--- src/rtl/rs_cdb_wakeup.sv ---
// Reservation station: holds dispatched ops, captures CDB broadcasts into pending
// operands, and issues the lowest-index operand-complete entry over valid/ready.
module rs_cdb_wakeup #(
   parameter int NUM_ENTRIES = 4,
   parameter int TAG_W       = 6,
   parameter int DATA_W      = 32,
   parameter int OP_W        = 32
) (
   input  logic                           clock,
   input  logic                           reset,
   input  logic                           squash,
   input  logic                           dispatch_valid,
   input  logic [OP_W-1:0]                dispatch_payload,
   input  logic [TAG_W-1:0]               dispatch_dest_tag,
   input  logic [TAG_W-1:0]               dispatch_src1_tag,
   input  logic [TAG_W-1:0]               dispatch_src2_tag,
   input  logic                           dispatch_src1_ready,
   input  logic                           dispatch_src2_ready,
   input  logic [DATA_W-1:0]              dispatch_src1_value,
   input  logic [DATA_W-1:0]              dispatch_src2_value,
   input  logic                           cdb_valid,
   input  logic [TAG_W-1:0]               cdb_tag,
   input  logic [DATA_W-1:0]              cdb_value,
   input  logic                           issue_ready,
   output logic                           issue_valid,
   output logic [OP_W-1:0]                issue_payload,
   output logic [TAG_W-1:0]               issue_dest_tag,
   output logic [DATA_W-1:0]              issue_src1_value,
   output logic [DATA_W-1:0]              issue_src2_value,
   output logic                           full,
   output logic [$clog2(NUM_ENTRIES):0]   free_count
);

   localparam int IDX_W = $clog2(NUM_ENTRIES);
   localparam int CNT_W = IDX_W + 1;

   typedef struct packed {
      logic              valid;
      logic [OP_W-1:0]   payload;
      logic [TAG_W-1:0]  dest;
      logic [TAG_W-1:0]  tag1;
      logic [TAG_W-1:0]  tag2;
      logic              rdy1;
      logic              rdy2;
      logic [DATA_W-1:0] val1;
      logic [DATA_W-1:0] val2;
   } entry_t;

   entry_t [NUM_ENTRIES-1:0] ent_q, ent_d;

   logic [NUM_ENTRIES-1:0] free_vec, rdy_vec;
   logic [IDX_W-1:0]       alloc_idx, iss_idx;
   logic [CNT_W-1:0]       free_cnt;
   entry_t                 new_ent;

   // Downward scans so the lowest matching index is the one that sticks.
   always_comb begin
      free_vec  = '0;
      rdy_vec   = '0;
      alloc_idx = '0;
      iss_idx   = '0;
      free_cnt  = '0;
      for (int i = NUM_ENTRIES-1; i >= 0; i--) begin
         free_vec[i] = !ent_q[i].valid;
         rdy_vec[i]  = ent_q[i].valid && ent_q[i].rdy1 && ent_q[i].rdy2;
         free_cnt    = free_cnt + CNT_W'(free_vec[i]);
         if (free_vec[i]) alloc_idx = IDX_W'(i);
         if (rdy_vec[i])  iss_idx   = IDX_W'(i);
      end
   end

   assign full        = ~|free_vec;
   assign free_count  = free_cnt;
   assign issue_valid = |rdy_vec;

   always_comb begin
      issue_payload    = '0;
      issue_dest_tag   = '0;
      issue_src1_value = '0;
      issue_src2_value = '0;
      if (issue_valid) begin
         issue_payload    = ent_q[iss_idx].payload;
         issue_dest_tag   = ent_q[iss_idx].dest;
         issue_src1_value = ent_q[iss_idx].val1;
         issue_src2_value = ent_q[iss_idx].val2;
      end
   end

   // Incoming entry, with same-cycle CDB capture for operands not yet known.
   always_comb begin
      new_ent         = '0;
      new_ent.valid   = 1'b1;
      new_ent.payload = dispatch_payload;
      new_ent.dest    = dispatch_dest_tag;
      new_ent.tag1    = dispatch_src1_tag;
      new_ent.tag2    = dispatch_src2_tag;
      new_ent.rdy1    = dispatch_src1_ready;
      new_ent.rdy2    = dispatch_src2_ready;
      new_ent.val1    = dispatch_src1_value;
      new_ent.val2    = dispatch_src2_value;
      if (!dispatch_src1_ready && cdb_valid && cdb_tag == dispatch_src1_tag) begin
         new_ent.rdy1 = 1'b1;
         new_ent.val1 = cdb_value;
      end
      if (!dispatch_src2_ready && cdb_valid && cdb_tag == dispatch_src2_tag) begin
         new_ent.rdy2 = 1'b1;
         new_ent.val2 = cdb_value;
      end
   end

   always_comb begin
      ent_d = ent_q;
      for (int i = 0; i < NUM_ENTRIES; i++) begin
         if (ent_q[i].valid && cdb_valid) begin
            if (!ent_q[i].rdy1 && ent_q[i].tag1 == cdb_tag) begin
               ent_d[i].rdy1 = 1'b1;
               ent_d[i].val1 = cdb_value;
            end
            if (!ent_q[i].rdy2 && ent_q[i].tag2 == cdb_tag) begin
               ent_d[i].rdy2 = 1'b1;
               ent_d[i].val2 = cdb_value;
            end
         end
      end
      if (issue_valid && issue_ready) ent_d[iss_idx].valid = 1'b0;
      // Allocated slot was invalid pre-edge, so it never collides with the issued one.
      if (dispatch_valid && !full) ent_d[alloc_idx] = new_ent;
      if (squash) begin
         for (int i = 0; i < NUM_ENTRIES; i++) ent_d[i].valid = 1'b0;
      end
   end

   always_ff @(posedge clock or posedge reset) begin
      if (reset) ent_q <= '0;
      else       ent_q <= ent_d;
   end

endmodule
--- config.mk ---
export PLATFORM = sky130hd
export DESIGN_NAME = rs_cdb_wakeup
export DESIGN_NICKNAME = d
export VERILOG_FILES = /design/src/rtl/rs_cdb_wakeup.sv
export SDC_FILE = /design/constraint.sdc
export NUM_CORES = 1
export LEC_CHECK = 0
export ABC_CLOCK_PERIOD_IN_PS = 23200
export CORE_ASPECT_RATIO = 1.25
export CORE_UTILIZATION = 40
export DETAILED_ROUTE_END_ITERATION = 10
export PLACE_DENSITY = 0.6
export SLEW_MARGIN = 10
export SYNTH_ARGS = -nofsm -noshare
export SYNTH_HDL_FRONTEND = slang
export SYNTH_SLANG_ARGS = --single-unit
--- constraint.sdc ---
create_clock -name clock -period 23.2 [get_ports clock]
set_input_delay 4.64 -clock clock [delete_from_list [all_inputs] [get_ports clock]]
set_output_delay 4.64 -clock clock [all_outputs]
set_load 0.01 [all_outputs]
==> metrics.cfg <==
[outcome]
outcome=finished, final reports clean

[critical_path]
worstSetupStartpoint=ent_q[350]$_DFF_PP0_
critPathLaunchType=register
setup.worst_path.end_class=output pin
cp_num_buf_inv=2
slowest_delay_ps=820
r2r-start=ent_q[116]$_DFF_PP0_
worst_path_max_delay_cell=and3_4
path_class=reg -> out
worstPathCellList=and3_4 > buf_4 > a221oi_1 > o21ai_0 > clkdlybuf4s50_1
cp_data_required_time_ps=18560
critPathArrivalTime_ps=4400
cp_max_fo=54
cpLargestDelayFamily=buffers and inverters

[layout]
mostFrequentLayoutCells=nand2_1 (668), dfrtp_1 (468), clkdlybuf4s50_1 (266)
area_delta_synth_final_pct=20.6
top_register=ent_q
final_common_cell=nand2_1
top_regs=ent_q (468)
final_nets=2813
largest_reg_flops=468
fill_cells=5310
stdcell_area_mm2=0.0280
drive_above_1_share=0.0939

[synthesis]
syn-cell-area_mm2=0.0232
syn-mean-instance-area_um2=9.23
ys_warn_count=0
synth_edf_count=0
syn_nets=2680
synth_seq_cells=468
synth_ff_type=dfrtp_1
syn_inst=2515
synth.distinct_cells=55
postSynth.asyncResetShare=1.00
ys_seq_area_frac=0.505

[power]
pwr-share-clk=0.373
power_switching_mw=0.631
pwr-share-comb=0.166
switching_share=0.278
p_int_mw=1.64
vdd_drop_max_v=0.0000610
power_frac_seq=0.461
p_per_area_mw_per_mm2=81.2
p_leak_nw=12.6
p_total_mw=2.27

[sta]
hold_viol=0
rsz0062_at_grt=false
tightest_slew_ps=1190
slew_viol_final=0
whs_ps=469
clock_skew_ps=29.6
min_period_over_period=0.390
finalSetupViolCount=0
fin_crit_ps=9040
fmax_mhz=111
slew_headroom=0.207
fin_tns_setup_ps=0

[clock_tree]
numCtsBuffers=51
path_clk_slew_ps=60
clock_sinks=468
post_cts_buffers=0
worstSkewPairLatency_ps=610
cts_buffer_depth=3
post_cts_resized=0
cts_tree=done
cts_root_buffer=clkbuf_16
htree_levels=2
ctsHoldBuffers=0

[route]
via_count=21200
post-route-drc-count=0
antenna_left=0
drtPass1Iterations=8
wl_per_cell_um=25.2
viasPerCell=6.16
routed_wirelength_mm=86.7
drtIter0Drc=2697

[die]
die_area_mm2=0.0590
rows=98
core_area_mm2=0.0573
die_h_um=271
initial_utilization=0.405
die_w_um=217
io_pins=267

[grt]
grt_pass1_wl_mm=132
grt_start_max_net_pins=142
overflow=0
grt_pass1_vias=21400
antenna_found_initial=12
track_usage=0.290

[job]
drv_cap=0

[placement]
dp.final_hpwl_mm=48.2
placed_area_mm2=0.0262
numPortBuffers=266
place.gp.congestion=0.845

[min_path]
hold_start=ent_q[205]$_DFFE_PP0P_
hold_class=reg -> reg

per-stage QoR:
step	std cells	setup WS [ps]	util
after floorplan	2515	5510	-
after global placement	3345	14040	0.458
after detailed placement	3345	14060	0.458
after CTS	3435	14250	0.488
after global routing	3440	14040	0.489
final	3441	14160	0.489
cell families after synthesis:
family / synth area share
xor+xnor: 0.0211
simple gates: 0.174
fa+ha+maj: 0.00302
flops: 0.505
compound gates: 0.220
buf+inv: 0.0748
mux: 0.00210
power groups by stage:
stage	logic, mW	clock network (mW)	registers [mW]
2_1_floorplan	0.248	0	1.04
3_3_place_gp	0.362	0	1.05
3_5_place_dp	0.374	0	1.06
4_1_cts	0.376	0.859	1.05
5_1_grt	0.415	0.890	1.06
6_report	0.377	0.846	1.05
tightest hold or removal path, delay by kind of cell, from the launching register on:
kind,cells,cell delay [ps]
flip-flops,1,340
AND/OR/NAND/NOR,2,100
synth_stat cells, types with 41 or more instances:
cell / number / area share
nor3_1: 149 / 0.032
xnor2_1: 41 / 0.015
o221a_2: 64 / 0.031
a222oi_1: 56 / 0.024
o21ai_0: 174 / 0.038
clkbuf_1: 150 / 0.024
nand2_1: 668 / 0.11
or3_1: 71 / 0.019
a221oi_1: 143 / 0.054
inv_1: 187 / 0.030
o22ai_1: 49 / 0.013
dfrtp_1: 468 / 0.50
buf_2: 45 / 0.0097
path summary, 6_finish.rpt:
path                            depth (start not counted)  slack [ps]                endpoint
max in group asynchronous                               4       16230    ent_q[157]$_DFF_PP0_
min in group asynchronous                               2        4630   ent_q[78]$_DFFE_PP0P_
worst max-delay path                                    5       14160    issue_src1_value[27]
worst min register to register                          2         470  ent_q[205]$_DFFE_PP0P_
worst min-delay path                                    2         470  ent_q[205]$_DFFE_PP0P_
worst max register to register                          5       19820    ent_q[159]$_DFF_PP0_
metal layers:
layer,vias to the layer above,part of all wire,global-route usage
met5,-,0.00072,0
met4,12,0.038,0.125
met3,223,0.096,0.0602
met2,1239,0.47,0.466
met1,10500,0.40,0.377
li1,9212,-,-
cell type report:
class                   count  area [um^2]  share of cell area
diodes                      6         15.0            0.000537
clock buffers              66         1420              0.0509
clock inverters            24          294              0.0105
inverters                 188          713              0.0255
multi-input cells        1636         9930               0.355
flip-flops and latches    468        11700               0.419
well taps                 750          938              0.0335
repair buffers            303         2950               0.106
Power figures use the tool's default switching activity.
